## config.mk

```make
export PLATFORM = sky130hd
export DESIGN_NAME = lsu
export DESIGN_NICKNAME = d
export VERILOG_FILES = /design/src/rtl/lsu.sv
export SDC_FILE = /design/constraint.sdc
export NUM_CORES = 1
export LEC_CHECK = 0
export ABC_CLOCK_PERIOD_IN_PS = 2900
export CAP_MARGIN = 20
export CELL_PAD_IN_SITES_DETAIL_PLACEMENT = 0
export CELL_PAD_IN_SITES_GLOBAL_PLACEMENT = 1
export CORE_MARGIN = 5
export CORE_UTILIZATION = 39
export DETAILED_ROUTE_END_ITERATION = 6
export GPL_TIMING_DRIVEN = 0
export HOLD_SLACK_MARGIN = 0.06
export PLACE_DENSITY_LB_ADDON = 0.1
export SLEW_MARGIN = 20
export SYNTH_ARGS = -nofsm -noshare
export SYNTH_HDL_FRONTEND = slang
export SYNTH_SLANG_ARGS = --single-unit
```

## constraint.sdc

```tcl
create_clock -name clk -period 2.9 [get_ports clk]
set_input_delay 0.58 -clock clk [delete_from_list [all_inputs] [get_ports clk]]
set_output_delay 0.58 -clock clk [all_outputs]
set_load 0.005 [all_outputs]
```

## src/rtl/lsu.sv

```systemverilog
// Load/store unit: one or two word-wide bus transactions per LW/SW-class op,
// with byte-lane steering and load extension. Split word-crossing accesses are enabled by `LSU_MISALIGNED_EN.
module lsu #(
  parameter int ADDR_W = 32
) (
  input  logic              clk,
  input  logic              rst_n,
  input  logic              start,
  input  logic              is_store,
  input  logic [2:0]        funct3,
  input  logic [ADDR_W-1:0] addr,
  input  logic [31:0]       wdata,
  output logic              busy,
  output logic              done,
  output logic [31:0]       rdata,
  output logic              fault,
  output logic              mem_req,
  output logic              mem_we,
  output logic [ADDR_W-1:0] mem_addr,
  output logic [3:0]        mem_be,
  output logic [31:0]       mem_wdata,
  input  logic              mem_ready,
  input  logic [31:0]       mem_rdata
);

  localparam logic [1:0] S_IDLE = 2'd0;
  localparam logic [1:0] S_ACC0 = 2'd1;
  localparam logic [1:0] S_ACC1 = 2'd2;
  localparam logic [1:0] S_FIN  = 2'd3;

  logic [1:0]        state_q, state_d;
  logic              is_store_q, is_store_d;
  logic [2:0]        funct3_q, funct3_d;
  logic [ADDR_W-1:0] addr_q, addr_d;
  logic [31:0]       wdata_q, wdata_d;
  logic              fault_q, fault_d;
  logic [31:0]       rbuf_q, rbuf_d;
  logic [31:0]       rdata_q, rdata_d;

  logic in_illegal, in_misal;
  assign in_illegal = (funct3[1:0] == 2'b11) || (funct3[2] && funct3[1]) ||
                      (is_store && funct3[2]);
`ifdef LSU_MISALIGNED_EN
  assign in_misal = 1'b0;
`else
  assign in_misal = ((funct3[1:0] == 2'b01) && addr[0]) ||
                    ((funct3[1:0] == 2'b10) && (addr[1:0] != 2'b00));
`endif

  logic [1:0]        off;
  logic [3:0]        mask;
  logic [7:0]        be8;
  logic [63:0]       wd64, ld64;
  logic [31:0]       ld_raw, ld_ext;
  logic [ADDR_W-1:0] word0, word1;

  assign off = addr_q[1:0];

  always_comb begin
    mask = 4'b0000;
    case (funct3_q[1:0])
      2'b00:   mask = 4'b0001;
      2'b01:   mask = 4'b0011;
      2'b10:   mask = 4'b1111;
      default: mask = 4'b0000;
    endcase
  end

  // Upper nibble / upper word hold the lanes that spill into the next word.
  assign be8   = {4'b0000, mask} << off;
  assign wd64  = {32'h0, wdata_q} << {off, 3'b000};
  assign word0 = {addr_q[ADDR_W-1:2], 2'b00};
  assign word1 = word0 + ADDR_W'(4);

  assign ld64   = (state_q == S_ACC1) ? {mem_rdata, rbuf_q} : {32'h0, mem_rdata};
  assign ld_raw = 32'(ld64 >> {off, 3'b000});

  always_comb begin
    ld_ext = ld_raw;
    case (funct3_q)
      3'b000:  ld_ext = {{24{ld_raw[7]}}, ld_raw[7:0]};
      3'b001:  ld_ext = {{16{ld_raw[15]}}, ld_raw[15:0]};
      3'b100:  ld_ext = {24'h0, ld_raw[7:0]};
      3'b101:  ld_ext = {16'h0, ld_raw[15:0]};
      default: ld_ext = ld_raw;
    endcase
  end

  always_comb begin
    state_d    = state_q;
    is_store_d = is_store_q;
    funct3_d   = funct3_q;
    addr_d     = addr_q;
    wdata_d    = wdata_q;
    fault_d    = fault_q;
    rbuf_d     = rbuf_q;
    rdata_d    = rdata_q;
    case (state_q)
      S_IDLE: begin
        if (start) begin
          is_store_d = is_store;
          funct3_d   = funct3;
          addr_d     = addr;
          wdata_d    = wdata;
          fault_d    = in_illegal || in_misal;
          state_d    = (in_illegal || in_misal) ? S_FIN : S_ACC0;
        end
      end
      S_ACC0: begin
        if (mem_ready) begin
          rbuf_d = mem_rdata;
`ifdef LSU_MISALIGNED_EN
          if (|be8[7:4]) begin
            state_d = S_ACC1;
          end else begin
            state_d = S_FIN;
            if (!is_store_q) rdata_d = ld_ext;
          end
`else
          state_d = S_FIN;
          if (!is_store_q) rdata_d = ld_ext;
`endif
        end
      end
      S_ACC1: begin
        if (mem_ready) begin
          state_d = S_FIN;
          if (!is_store_q) rdata_d = ld_ext;
        end
      end
      default: state_d = S_IDLE;
    endcase
  end

  always_ff @(posedge clk or negedge rst_n) begin
    if (!rst_n) begin
      state_q    <= S_IDLE;
      is_store_q <= 1'b0;
      funct3_q   <= 3'b000;
      addr_q     <= '0;
      wdata_q    <= 32'h0;
      fault_q    <= 1'b0;
      rbuf_q     <= 32'h0;
      rdata_q    <= 32'h0;
    end else begin
      state_q    <= state_d;
      is_store_q <= is_store_d;
      funct3_q   <= funct3_d;
      addr_q     <= addr_d;
      wdata_q    <= wdata_d;
      fault_q    <= fault_d;
      rbuf_q     <= rbuf_d;
      rdata_q    <= rdata_d;
    end
  end

  // Bus outputs are decoded from state and held request fields, so they stay
  // stable across wait states and drop straight away on async reset.
  assign busy      = (state_q != S_IDLE);
  assign done      = (state_q == S_FIN);
  assign fault     = (state_q == S_FIN) && fault_q;
  assign rdata     = rdata_q;
  assign mem_req   = (state_q == S_ACC0) || (state_q == S_ACC1);
  assign mem_we    = mem_req && is_store_q;
  assign mem_addr  = (state_q == S_ACC0) ? word0 : (state_q == S_ACC1) ? word1 : '0;
  assign mem_be    = (state_q == S_ACC0) ? be8[3:0] : (state_q == S_ACC1) ? be8[7:4] : 4'h0;
  assign mem_wdata = (state_q == S_ACC0) ? wd64[31:0] : (state_q == S_ACC1) ? wd64[63:32] : 32'h0;

endmodule
```

# Word level (Yosys, flattened, before mapping)
# Cells that the tools add are included.
# classes
add_sub_neg	1
n_div	0
multipliers	0
order_cmp	0
bitwise	1
n_shift	3
reduce_logical	21
mux	13
n_eq_ne	13
# op_table
cell	n
$mux W32	4
$pmux W32 S4	1
$mux W64	1
$shl A32 B5 Y64	1
$shr A64 B5 Y32	1
$add A32 B3 Y32 const B	1
$pmux W4 S3	1
$eq A2 B2 Y1 const B	5
$mux W4	2
$shl A4 B2 Y8	1
$eq A2 B1 Y1 const B	3
$eq A3 B3 Y1 const B	2
$logic_and A1 B1 Y1	6
$mux W2	3
$reduce_and A2 Y1	3
$logic_or A1 B1 Y1	5
$logic_not A2 Y1	2
$pmux W2 S2	1
$reduce_bool A2 Y1	2
$eq A3 B1 Y1 const B	1
$logic_not A3 Y1	1
$reduce_and A3 Y1	1
$ne A2 B1 Y1 const B	1
$ne A2 B2 Y1 const B	1
other kinds (2)	2
# totals
input_bits	104
mem_count	0
rom_bits	0
wordCells	60
reg_bits	135
ramBits	0
output_inout_bits	105
latch_bits	0

# Longest topological paths before layout
# Gate-level depths: netlist of run 1.
# depth
depth_word	7
ltp_mapped	9

# Least setup slack after synthesis of run 1
# Ideal clock, no wire load.
# synth_timing
path_type	reg-to-output
from	register state_q[1]
to	output port mem_addr[30]
slack_ps	388
required_time_ps	2320
arrival_ps	1932
n_path_buf	0
path_stages_with_launch	8
path_cell_list	dfrtp_1 -> inv_1 -> ha_1 -> nand4b_4 -> nor4_4 -> nand3_2 -> or3_1 -> a21oi_1
# synth_between
elab_chain_len	3
elab_cells_between_ends	4
# synth_lines
element	line	rtl
from (decl)	31	logic [1:0] state_q, state_d;
from (signal assigned)	146	state_q <= state_d;
$eq A2 B2 Y1	165	assign mem_addr = (state_q == S_ACC0) ? word0 : (state_q == S_ACC1) ? word1 : '0;
$mux W32	165	
$mux W32 *	165	
to (decl)	19	output logic [ADDR_W-1:0] mem_addr,
# Every way passes the cells marked *; elsewhere a longest branch is shown, timed or not.

# Final worst setup path of run 1
# layout_timing
from	register state_q[0]
to	output port mem_addr[29]
# The elaborated chain is that of the path after synthesis.

==> results of run 1 <==
-- power by group through the flow --
| stage | Sequential, uW | Clock (uW) | Combinational [uW] |
|---|---|---|---|
| after floorplan | 3530 | 0 | 4700 |
| after global placement | 3740 | 0 | 7790 |
| after detailed placement | 3770 | 0 | 7840 |
| after CTS | 3750 | 2510 | 8320 |
| after global routing | 3980 | 2600 | 9300 |
| final | 3840 | 2480 | 8620 |
-- layer usage --
layer	up-vias	GRT usage, %	wire length (um)
li1	3545	-	-
met3	20	4.95	2050
met4	0	4.51	340
met1	3785	33.2	13300
met5	-	0	0
met2	293	36.3	13500
-- timing repair --
item / 4_1_cts / 5_1_grt
buffers inserted: 39 / 7
gates resized for setup: 183 / 85
cloned: 1 / 1
pin swaps: 25 / 15
setup endpoints to repair: 66 / 42
-- path summary, 6_finish.rpt --
kind	startpoint	endpoint	slack [ns]	cells after the start
min in group clk	rdata[3]	rdata[3]	0.48	2
min	rst_n	rbuf_q[3]	0.07	1
min reg2reg	rdata[3]	rdata[3]	0.48	2
max in group asynchronous	rst_n	addr_q[8]	2.06	2
max reg2reg	state_q[0]	wdata_q[0]	0.16	7
max	state_q[0]	mem_addr[29]	-0.02	10
-- layout by cell type, fill, tap and decap left out, types with 12 or more instances in the layout --
cell type / n
buf_6: 13
a21oi_1: 30
buf_2: 12
and3_1: 15
mux4_2: 13
o21ai_0: 37
buf_1: 12
nor2_1: 70
nand2_1: 90
clkdlybuf4s50_1: 145
mux2_2: 118
buf_4: 45
dfrtp_1: 131
clkbuf_16: 19
xnor2_1: 12
mux2i_1: 37
dlygate4sd2_1: 28
-- sequential cells by signal (all words and copies together) (netlist names) --
signal and flops:
addr_q 32, rbuf_q 32, fault_q 1, state_q 2, rdata 32, wdata_q 32
is_store_q 1, funct3_q 3
-- cell type report --
| class | count | area [um^2] | share of cell area, % |
|---|---|---|---|
| multi-input cells | 621 | 5110 | 41.2 |
| flip-flops and latches | 135 | 3380 | 27.3 |
| repair buffers | 254 | 2390 | 19.3 |
| clock buffers | 22 | 474 | 3.83 |
| plain buffers | 53 | 445 | 3.59 |
| well taps | 275 | 344 | 2.78 |
| clock inverters | 10 | 191 | 1.54 |
| inverters | 14 | 60.1 | 0.485 |
-- through the flow --
stage	TNS, ns	utilization [%]	hold WS [ns]	cell area [um^2]
finish	-0.0229	58.6	0.0727	12400
global route	-0.861	58.6	0.0978	12400
CTS	-0.316	57.4	0.0888	12200
detailed placement	-20.78	51.5	0.470	10900
global placement	-616.91	51.3	0.463	10900
floorplan	0	-	0.284	8450
-- worst max-delay path: stages (launching register included) --
cell and delay, ns:
dfrtp_2 0.43, ha_4 0.18, and4b_2 0.31, nand4_1 0.12, buf_6 0.16, buf_6 0.13
buf_6 0.11, nor4_4 0.13, xnor2_1 0.16, nor2_1 0.06, buf_2 0.12
-- cells by family after synthesis --
logic type                 count (synthesis)
AOI/OAI and AO/OA                        160
xor gates and xnor gates                  22
adders and majority gates                 10
buffers and inverters                     72
DFF                                      135
muxes                                    181
other                                      1
and+or+nand+nor                          246
==> results.sh, run 1 <==
export IMPL_grt_pass1_vias=7664
export IMPL_pwr_share_comb_pct=57.7
export IMPL_dieHeight_um=157
export IMPL_outcome="complete, but fails checks"
export IMPL_hold_class="in2async"
export IMPL_synthCells=827
export IMPL_max_slew_worst_pin_slew_ns=0.904
export IMPL_hold_violations=0
export IMPL_avgSynthCellArea_um2=10.2
export IMPL_fillers=1834
export IMPL_ant_nets=0
export IMPL_internal_power_uw=8900
export IMPL_vias_per_cell=5.52
export IMPL_finalCritPeriodShare_pct=101
export IMPL_p_seq_share_pct=25.7
export IMPL_drive_gt1_share_pct=29.9
export IMPL_antenna_found_initial=0
export IMPL_clock_latency_ns=0.43
export IMPL_synth_top_family_by_area="multiplexers"
export IMPL_core_mm2=0.0212
export IMPL_drt_initial_drc_count=457
export IMPL_clkPwrFrac_pct=16.6
export IMPL_totalWireLength_mm=29.2
export IMPL_ys_async_sr_fraction_pct=100
export IMPL_violations="setup timing"
export IMPL_numCtsBuffers=17
export IMPL_p_sw_uw=6040
export IMPL_dr_pass1_iters=5
export IMPL_area_growth_pct=46.7
export IMPL_io_buffer_count=206
export IMPL_yosys_area_share_adder_pct=1.48
export IMPL_setup_violations=2
export IMPL_yosys_area_top_type="dfrtp_1"
export IMPL_place_congestion=0.876
export IMPL_clock_skew_ns=0.00637
export IMPL_cts_sinks=135
export IMPL_switching_share_pct=40.4
export IMPL_critPathArrivalTime_ns=2.34
export IMPL_cp_max_fo=5
export IMPL_worstSetupPathType="reg2out"
export IMPL_rsz0062_at_grt="true"
export IMPL_n_antenna_cell=0
export IMPL_synth_top_cell_area_share_pct=40.0
export IMPL_max_slew_margin_pct=39.7
export IMPL_synth_top_flop_cell="dfrtp_1"
export IMPL_overflow=0
export IMPL_htree_levels=4
export IMPL_leakagePower_uw=0.00539
export IMPL_ctsHoldBuffers=0
export IMPL_start_util_pct=39.9
export IMPL_synth_edf_count=0
export IMPL_required_ns=2.32
export IMPL_max_freq_ghz=0.343
export IMPL_yosys_area_share_simple_pct=13.7
export IMPL_power_uw=14900
export IMPL_ctsLongestPathBuffers=2
export IMPL_muxShareOfSynthArea_pct=25.1
export IMPL_slew_violations=0
export IMPL_seq_area_frac_synth_pct=40.0
export IMPL_synth_cell_types=61
export IMPL_fin_cells=1384
export IMPL_start_kind="register"
export IMPL_preCtsSetupSlack_ns=-0.691
export IMPL_dpl_hpwl_mm=21.1
export IMPL_yosys_warnings=0
export IMPL_dp_cells=1310
export IMPL_grt_max_degree=77
export IMPL_ys_ff_latch=135
export IMPL_cap_violations=0
export IMPL_clk_pin_slew_worst_paths_ns=0.06
export IMPL_cts_tree="built"
export IMPL_netlist_top_cells_area="dfrtp_1, mux2_2, mux2i_1"
export IMPL_wl_per_cell_um=21.1
export IMPL_fin_nets=1210
export IMPL_grtUsageTotal_pct=23.1
export IMPL_drc_errors=0
export IMPL_cts_root_buf="clkbuf_16"
export IMPL_synth_cell_area_mm2=0.00845
export IMPL_fp_dieW_um=157
export IMPL_synth_most_common_cell="dfrtp_1"
export IMPL_peakVddDrop_mv=0.571
export IMPL_cellPowerDensity_mw_per_mm2=1210
export IMPL_setup_ws_ns=-0.0190
export IMPL_num_rows=53
export IMPL_finalWorstPathRequiredPeriod_ns=2.92
export IMPL_synth_commonest_cells="dfrtp_1, mux2_2, nand2_1"
export IMPL_num_vias=7643
export IMPL_dieArea_mm2=0.0247
export IMPL_synth_compound_area_share_pct=13.3
export IMPL_synth_xor_area_share_pct=2.28
export IMPL_cp_end_kind="primary output"
export IMPL_grt_pass1_wl_mm=44.1
export IMPL_io_pins=209
Power figures use the tool's default switching activity.
==> run 2, diff against run 1 <==
--- a/config.mk
+++ b/config.mk
@@ -9,12 +9,13 @@
 export CAP_MARGIN = 20
 export CELL_PAD_IN_SITES_DETAIL_PLACEMENT = 0
 export CELL_PAD_IN_SITES_GLOBAL_PLACEMENT = 1
-export CORE_MARGIN = 5
+export CORE_MARGIN = 4
 export CORE_UTILIZATION = 39
 export DETAILED_ROUTE_END_ITERATION = 6
 export GPL_TIMING_DRIVEN = 0
 export HOLD_SLACK_MARGIN = 0.06
 export PLACE_DENSITY_LB_ADDON = 0.1
+export RECOVER_POWER = 25
 export SLEW_MARGIN = 20
 export SYNTH_ARGS = -nofsm -noshare
 export SYNTH_HDL_FRONTEND = slang
==> constraint.sdc (replaced) <==
create_clock -name clk -period 2.9 [get_ports clk]
set_input_delay 0.58 -clock clk [delete_from_list [all_inputs] [get_ports clk]]
set_output_delay 0.58 -clock clk [all_outputs]
set_load 0.1 [all_outputs]
==> results.sh, run 2 (same netlist as run 1, synthesis figures left out) <==
export IMPL_rsz0062_at_grt="true"
export IMPL_critPathArrivalTime_ns=2.38
export IMPL_area_growth_pct=51.6
export IMPL_drc_errors=0
export IMPL_max_slew_margin_pct=24.6
export IMPL_ctsLongestPathBuffers=2
export IMPL_overflow=0
export IMPL_cp_max_fo=5
export IMPL_num_vias=7614
export IMPL_drt_initial_drc_count=546
export IMPL_dr_wl_met3_mm=1.70
export IMPL_slew_violations=0
export IMPL_met2_length_mm=14.7
export IMPL_clk_pin_slew_worst_paths_ns=0.07
export IMPL_required_ns=2.32
export IMPL_hold_class="reg2reg"
export IMPL_numCtsBuffers=17
export IMPL_io_buffer_count=206
export IMPL_final_core_util_pct=60.6
export IMPL_cts_root_buf="clkbuf_16"
export IMPL_rr_worst_depth=7
export IMPL_hold_path_depth=2
export IMPL_totalWireLength_mm=29.2
export IMPL_dp_cells=1310
export IMPL_fillers=1764
export IMPL_finalWorstPathRequiredPeriod_ns=2.96
export IMPL_layout_common_cells="clkdlybuf4s50_1, dfrtp_1, mux2_2, nand2_1, nor2_1"
export IMPL_grt_pass1_wl_mm=44.3
export IMPL_drive_gt1_share_pct=37.4
export IMPL_vias_per_cell=5.59
export IMPL_dpl_hpwl_mm=21.1
export IMPL_setup_violations=13
export IMPL_io_pins=209
export IMPL_layout_commonest_cell="clkdlybuf4s50_1"
export IMPL_cts_sinks=135
export IMPL_hold_worst_slack_ns=0.480
export IMPL_htree_levels=4
export IMPL_cap_violations=0
export IMPL_clock_skew_ns=0.00804
export IMPL_top_layer_used="met5"
export IMPL_grt_max_degree=93
export IMPL_antenna_found_initial=1
export IMPL_finalCritPeriodShare_pct=102
export IMPL_grtUsageTotal_pct=23.8
export IMPL_hold_violations=0
export IMPL_cts_tree="built"
export IMPL_max_freq_ghz=0.338
export IMPL_cp_end_kind="primary output"
export IMPL_num_rows=53
export IMPL_start_kind="register"
export IMPL_core_mm2=0.0212
export IMPL_clock_latency_ns=0.43
export IMPL_preCtsSetupSlack_ns=-1.55
export IMPL_fin_nets=1188
export IMPL_place_congestion=0.848
export IMPL_grt_pass1_vias=7692
export IMPL_start_util_pct=39.9
export IMPL_dieHeight_um=155
export IMPL_ant_nets=0
export IMPL_dieArea_mm2=0.0241
export IMPL_wl_per_cell_um=21.4
export IMPL_max_slew_worst_pin_slew_ns=1.13
export IMPL_n_antenna_cell=0
export IMPL_violations="setup timing"
export IMPL_worstSetupPathType="reg2out"
export IMPL_met1_length_mm=12.3
export IMPL_fin_cells=1362
export IMPL_fp_dieW_um=155
export IMPL_setup_ws_ns=-0.0627
export IMPL_dr_pass1_iters=5
export IMPL_outcome="complete, but fails checks"
run 2: critical path, stage by stage, from the launching register on:
cell,delay [ns]
dfrtp_2,0.43
ha_4,0.18
and4b_2,0.35
and3_4,0.20
nand4_1,0.20
xor2_1,0.24
nor2_2,0.16
buf_12,0.19
run 2: metrics by stage:
step / cell area (um^2) / setup TNS (ns)
final: 12800 / -0.465
after detailed placement: 11000 / -72.03
after global placement: 11000 / -689.67
after CTS: 12200 / -1.11
after floorplan: 8600 / -11.19
after global routing: 12800 / -2.89
run 2: final cells by class:
class	instances	area, um^2	area share (%)
clock buffer	17	425	3.32
multi-input combinational	621	5380	42.0
clock inverter	15	193	1.50
tap	275	344	2.69
sequential	135	3390	26.4
buffer	54	412	3.21
inverter	14	55.1	0.430
timing repair buffer	231	2620	20.5
run 2: path summary, 6_finish.rpt:
| kind | from | to | slack (ns) |
|---|---|---|---|
| worst max-delay path | state_q[0] | mem_addr[11] | -0.06 |
| worst min register to register | rdata[4] | rdata[4] | 0.48 |
| max in group asynchronous | rst_n | state_q[0] | 0.54 |
| min in group asynchronous | rst_n | rbuf_q[3] | 0.89 |
| worst min-delay path | rdata[4] | rdata[4] | 0.48 |
| worst max register to register | state_q[1] | wdata_q[1] | 0.14 |
run 2: layer usage:
metal / track usage [%] / vias up
li1: - / 3518
met1: 31.6 / 3832
met2: 40.6 / 232
met3: 4.81 / 30
met4: 5.00 / 2
met5: 0 / -
run 2: repair_timing:
action                                  CTS  global route
pin swaps                                12            16
cloned                                    0             0
resized for setup                       551           124
hold buffers                              1             0
buffers inserted                         17             6
endpoints found under the setup margin   70            66
endpoints found under the hold margin    33             0
Power of run 2 is left out: the tool's default activity adds up to more than one toggle a clock period on the data nets, which glitch-free logic cannot reach.
==> run 3, diff against run 2 <==
--- a/config.mk
+++ b/config.mk
@@ -5,12 +5,13 @@
 export SDC_FILE = /design/constraint.sdc
 export NUM_CORES = 1
 export LEC_CHECK = 0
-export ABC_CLOCK_PERIOD_IN_PS = 2900
+export ABC_CLOCK_PERIOD_IN_PS = 2620
 export CAP_MARGIN = 20
 export CELL_PAD_IN_SITES_DETAIL_PLACEMENT = 0
 export CELL_PAD_IN_SITES_GLOBAL_PLACEMENT = 1
+export CORE_ASPECT_RATIO = 1.25
 export CORE_MARGIN = 4
-export CORE_UTILIZATION = 39
+export CORE_UTILIZATION = 35
 export DETAILED_ROUTE_END_ITERATION = 6
 export GPL_TIMING_DRIVEN = 0
 export HOLD_SLACK_MARGIN = 0.06
==> constraint.sdc (replaced) <==
create_clock -name clk -period 2.62 [get_ports clk]
set_input_delay 0.524 -clock clk [delete_from_list [all_inputs] [get_ports clk]]
set_output_delay 0.524 -clock clk [all_outputs]
set_load 0.1 [all_outputs]
==> results.sh, run 3 (same netlist as run 1, synthesis figures left out) <==
export IMPL_grtUsageTotal_pct=23.7
export IMPL_rsz0062_at_grt="true"
export IMPL_dpl_hpwl_mm=22.3
export IMPL_hold_class="reg2reg"
export IMPL_cpMaxStageDelayCell="dfrtp_2"
export IMPL_grt_max_degree=83
export IMPL_finalWorstPathRequiredPeriod_ns=2.91
export IMPL_drc_errors=0
export IMPL_critPathMaxStageDelay_ns=0.43
export IMPL_cts_tree="built"
export IMPL_worstSetupPathType="reg2out"
export IMPL_totalWireLength_mm=32.1
export IMPL_cts_sinks=135
export IMPL_start_kind="register"
export IMPL_max_slew_margin_pct=2.06
export IMPL_finalCritPeriodShare_pct=111
export IMPL_violations="setup timing"
export IMPL_drive_gt1_share_pct=43.7
export IMPL_setup_violations=49
export IMPL_start_util_pct=35.6
export IMPL_ant_nets=0
export IMPL_dieHeight_um=182
export IMPL_drt_initial_drc_count=392
export IMPL_fin_nets=1237
export IMPL_cts_root_buf="clkbuf_16"
export IMPL_timing_rr_start="state_q[1]"
export IMPL_crit_chain="ha_4, and4b_2, nand3_1, or3_1, xor2_1, nor2_2, buf_12"
export IMPL_rr_worst_depth=11
export IMPL_num_vias=7853
export IMPL_r2r_end="rdata[22]"
export IMPL_place_congestion=0.848
export IMPL_antenna_found_initial=0
export IMPL_numCtsBuffers=17
export IMPL_dr_pass1_iters=5
export IMPL_slew_violations=0
export IMPL_grt_pass1_vias=8139
export IMPL_io_buffer_count=206
export IMPL_num_rows=63
export IMPL_max_slew_worst_pin_slew_ns=1.47
export IMPL_min_to="rdata[3]"
export IMPL_dieArea_mm2=0.0267
export IMPL_grt_pass1_wl_mm=48.4
export IMPL_cap_violations=0
export IMPL_clk_pin_slew_worst_paths_ns=0.06
export IMPL_ctsLongestPathBuffers=2
export IMPL_final_core_util_pct=59.3
export IMPL_core_mm2=0.0237
export IMPL_setup_ws_ns=-0.288
export IMPL_io_pins=209
export IMPL_hold_violations=0
export IMPL_cp_end_kind="primary output"
export IMPL_clock_skew_ns=0.0144
export IMPL_vias_per_cell=5.38
export IMPL_area_growth_pct=66.6
export IMPL_layout_commonest_cell="clkdlybuf4s50_1"
export IMPL_hold_path_depth=2
export IMPL_outcome="complete, but fails checks"
export IMPL_max_freq_ghz=0.344
export IMPL_htree_levels=4
export IMPL_regToRegSetupSlack_ns=0.03
export IMPL_critPathArrivalTime_ns=2.38
export IMPL_layout_common_cells="clkdlybuf4s50_1, dfrtp_1, mux2_2, nand2_1, buf_12"
export IMPL_overflow=0
export IMPL_required_ns=2.10
export IMPL_hold_start="rdata[3]"
export IMPL_n_antenna_cell=0
export IMPL_wl_per_cell_um=22.0
export IMPL_clock_latency_ns=0.44
export IMPL_fp_dieW_um=147
export IMPL_cp_max_fo=4
==> run 3: worst max path at each step <==
stage,cells past startpoint,endpoint,start
floorplan,7,mem_addr[10],state_q[0]
global placement,1,addr_q[17],rst_n
detailed placement,8,mem_wdata[7],addr_q[1]
CTS,8,mem_addr[30],state_q[0]
global route,9,mem_addr[21],state_q[0]
finish,7,mem_addr[13],state_q[0]
==> run 3: what timing repair did <==
action,in CTS,in global routing
hold buffers,1,0
resized for setup,761,56
endpoints found under the hold margin,53,0
endpoints found under the setup margin,81,66
setup buffers,48,20
gates cloned,6,1
pin swaps,24,46
==> run 3: cell type report <==
type,count,area (um^2)
fillers,2007,9650
multi-input cells,623,5710
repair buffers,279,3430
flip-flops and latches,135,3380
plain buffers,53,522
clock buffers,17,425
well taps,325,407
clock inverters,15,134
inverters,14,63.8
==> run 3: stage by stage <==
stage	instances	hold slack [ns]	instance area (um^2)	worst slack, ns	setup TNS, ns
5_1_grt	1461	0.500	14100	-0.385	-11.75
3_3_place_gp	1359	0.460	11300	-4.92	-746.37
4_1_cts	1444	0.485	13800	-0.379	-9.68
3_5_place_dp	1360	0.469	11400	-1.56	-84.23
2_1_floorplan	828	0.228	8870	-0.299	-6.76
6_report	1461	0.477	14100	-0.288	-8.25
==> run 3: metal layers <==
layer / track usage [%] / part of all wire (%) / up-vias
met1: 28.9 / 40 / 3894
met4: 10.3 / 4.1 / 0
met5: 0 / 0 / -
met3: 4.79 / 5.6 / 60
met2: 40.5 / 50 / 272
li1: - / - / 3627
==> run 3: worst max-delay path, delay by kind of cell, from the launching register on <==
kind | cells | cell delay [ns]
xor+xnor | 1 | 0.16
fa+ha+maj | 1 | 0.19
buf+inv | 1 | 0.19
flops | 1 | 0.43
simple gates | 4 | 0.99
Power of run 3 is left out for the same reason.
==> RTL edit: new RTL, flow settings as in run 2 <==
Add a define of `LSU_MISALIGNED_EN`.
--- a/src/rtl/lsu.sv
+++ b/src/rtl/lsu.sv
@@ -1,5 +1,7 @@
 // Load/store unit: one or two word-wide bus transactions per LW/SW-class op,
 // with byte-lane steering and load extension. Split word-crossing accesses are enabled by `LSU_MISALIGNED_EN.
+`define LSU_MISALIGNED_EN
+
 module lsu #(
   parameter int ADDR_W = 32
 ) (
Check against the original RTL: not equivalent (a bounded check fails within 4 cycles, from zero or initial values and one cycle with rst_n low).
==> RTL edit against run 2 <==
The flow finishes with violations (max-capacitance violations, max-slew violations, negative setup slack); sequential share of layout area grew 0.65 points; final cell count grew 0.81%; routed wire length is 6.3% lower; hold slack gained 0.012 ns; die area is 2.1% higher; count of clock-buffer cells in the layout increased by 3; worst setup slack better by 0.029 ns; synthesized area up 2.2%; maximum frequency increased by 0.99%; design area down 2.5%; sequential cell count unchanged.
Power is not shown: default switching activity piles up to over one toggle a cycle in this logic, so the estimate is an artifact.
==> RTL edit: results (changes against run 2) <==
STA
----------------------------------------------------------------------------------------
Setup Viol. Count Final                                                                4   -9
Crit path setup slack, layout                                                 -0.0337 ns   +0.0290 ns
Number of pins exceeding their max-slew limit in the final report                     71   +71
Clock tree skew after final layout                                            0.00643 ns   -0.00160 ns
Sum of negative setup slack                                                   -0.0729 ns   +0.392 ns
Slew at the pin closest to its max-slew limit                                    1.85 ns   +0.716 ns

WORST SETUP PATH
----------------------------------------------------------------------------------------
Critical Path AT                                                                 2.35 ns   -0.03 ns
Maximum net fanout on the critical path                                                4   -1

ROUTING
----------------------------------------------------------------------------------------
Total wire length                                                                27.3 mm   -6.3%
DR WL/cell                                                                       19.9 um   -7.0%
Number of search-and-repair iterations in the first detailed-routing pass              6   +1
Initial detailed-routing violation count                                             502   -8.1%
DR vias/cell                                                                        5.35   -4.3%

GLOBAL ROUTING
----------------------------------------------------------------------------------------
Vias in the first global route                                                      7291   -5.2%
Initial antenna violation count                                                        0   -1
Wire length of the first global-routing pass                                     42.3 mm   -4.5%
Global-route total usage across every layer                                        22.1%   -1.7 points
Pin count of the biggest net entering global routing                                  72   -23%

PLACE
----------------------------------------------------------------------------------------
Placement Setup Slack                                                           -1.53 ns   +0.0211 ns
Instance count after placement with tap cells included                              1321   +0.84%
HPWL after DPL                                                                   20.6 mm   -2.3%
Gp weighted congestion                                                             0.883   +4.2%

CELLS AND AREA
----------------------------------------------------------------------------------------
# nets final                                                                        1195   +0.59%
Number of inserted filler cells in the final layout                                 1965   +11%
Fraction of final layout cells sized beyond drive strength 1                       34.8%   -2.6 points

LOGIC SYNTHESIS
----------------------------------------------------------------------------------------
Leading cell types by total area after synthesis                            sky130_fd_sc_hd__dfrtp_1 (39%), sky130_fd_sc_hd__mux2_2 (14%), sky130_fd_sc_hd__mux2i_1 (10%)
Most instantiated cells after synthesis                                     sky130_fd_sc_hd__dfrtp_1 (135), sky130_fd_sc_hd__mux2_2 (109), sky130_fd_sc_hd__mux2i_1 (89)
Number of instances in the synthesized netlist                                       833   +0.73%

RUN
----------------------------------------------------------------------------------------
Reported max-cap violation count                                                       1   +1

STATUS
----------------------------------------------------------------------------------------
Outcome                                                                     finished with violations
Violated checks                                                             max-capacitance violations, max-slew violations, negative setup slack

RTL edit: changes by cell type in the layout (fill, tap and decap cells not counted), moves of 17 or more:
| cell | delta |
|---|---|
| sky130_fd_sc_hd__o211ai_1 | +29 |
| sky130_fd_sc_hd__nand2_1 | -27 |
| sky130_fd_sc_hd__o21ai_0 | -17 |
| sky130_fd_sc_hd__mux2i_1 | +55 |
| sky130_fd_sc_hd__nand3_1 | +29 |
| sky130_fd_sc_hd__buf_4 | +22 |
RTL edit: final timing paths:
| kind | from | endpoint | slack [ns] | cells past startpoint |
|---|---|---|---|---|
| setup reg to reg | state_q[1] | rdata[20] | 0.02 | 11 |
| setup / recovery | state_q[0] | mem_addr[31] | -0.03 | 8 |
| max in group asynchronous | rst_n | wdata_q[10] | 1.13 | 1 |
| min in group asynchronous | rst_n | addr_q[29] | 0.64 | 1 |
| hold / removal | rdata[15] | rdata[15] | 0.49 | 1 |
| hold reg to reg | rdata[15] | rdata[15] | 0.49 | 1 |
RTL edit: layout make-up:
type | instances | area, sq um | share of cell area, %
Timing Repair Buffer | 232 | 2520 | 20.2
Multi-Input combinational cell | 620 | 5200 | 41.6
Tap cell | 280 | 350 | 2.80
Clock inverter | 12 | 100 | 0.801
Clock buffer | 20 | 467 | 3.74
Sequential cell | 135 | 3380 | 27.1
Buffer | 57 | 398 | 3.19
Inverter | 17 | 67.6 | 0.541
RTL edit: per-layer routing:
metal | vias to the layer above | GRT usage [%] | routed length, um
met4 | 0 | 5.79 | 406
met3 | 29 | 4.26 | 1700
li1 | 3495 | - | -
met5 | - | 0 | 0
met2 | 265 | 33.7 | 12300
met1 | 3556 | 32.4 | 13000
RTL edit: worst reg2reg max path, stage by stage (launching register included):
cell and delay, ns:
sky130_fd_sc_hd__dfrtp_1 0.41, sky130_fd_sc_hd__buf_4 0.15, sky130_fd_sc_hd__buf_4 0.13, sky130_fd_sc_hd__ha_2 0.18, sky130_fd_sc_hd__buf_12 0.15, sky130_fd_sc_hd__buf_12 0.13, sky130_fd_sc_hd__buf_4 0.13, sky130_fd_sc_hd__mux2i_1 0.39
sky130_fd_sc_hd__nor2_1 0.07, sky130_fd_sc_hd__o311ai_0 0.58, sky130_fd_sc_hd__nand3_1 0.16, sky130_fd_sc_hd__mux2_2 0.29
RTL edit: logic make-up after synthesis:
family | Yosys count | synth area share, %
other | 1 | 0.0434
AND/OR/NAND/NOR | 237 | 14.0
adder cells (fa/ha/maj) | 11 | 1.59
XOR/XNOR | 25 | 2.53
AO/OA/AOI/OAI | 122 | 8.94
buffers and inverters | 79 | 4.56
flip-flops | 135 | 39.1
multiplexers | 223 | 29.2
RTL edit: repair_timing:
action                                  4_1_cts  5_1_grt
pin swaps                                     5       21
endpoints found under the setup margin       71       60
setup buffers                                 7       19
resized for setup                           528       35
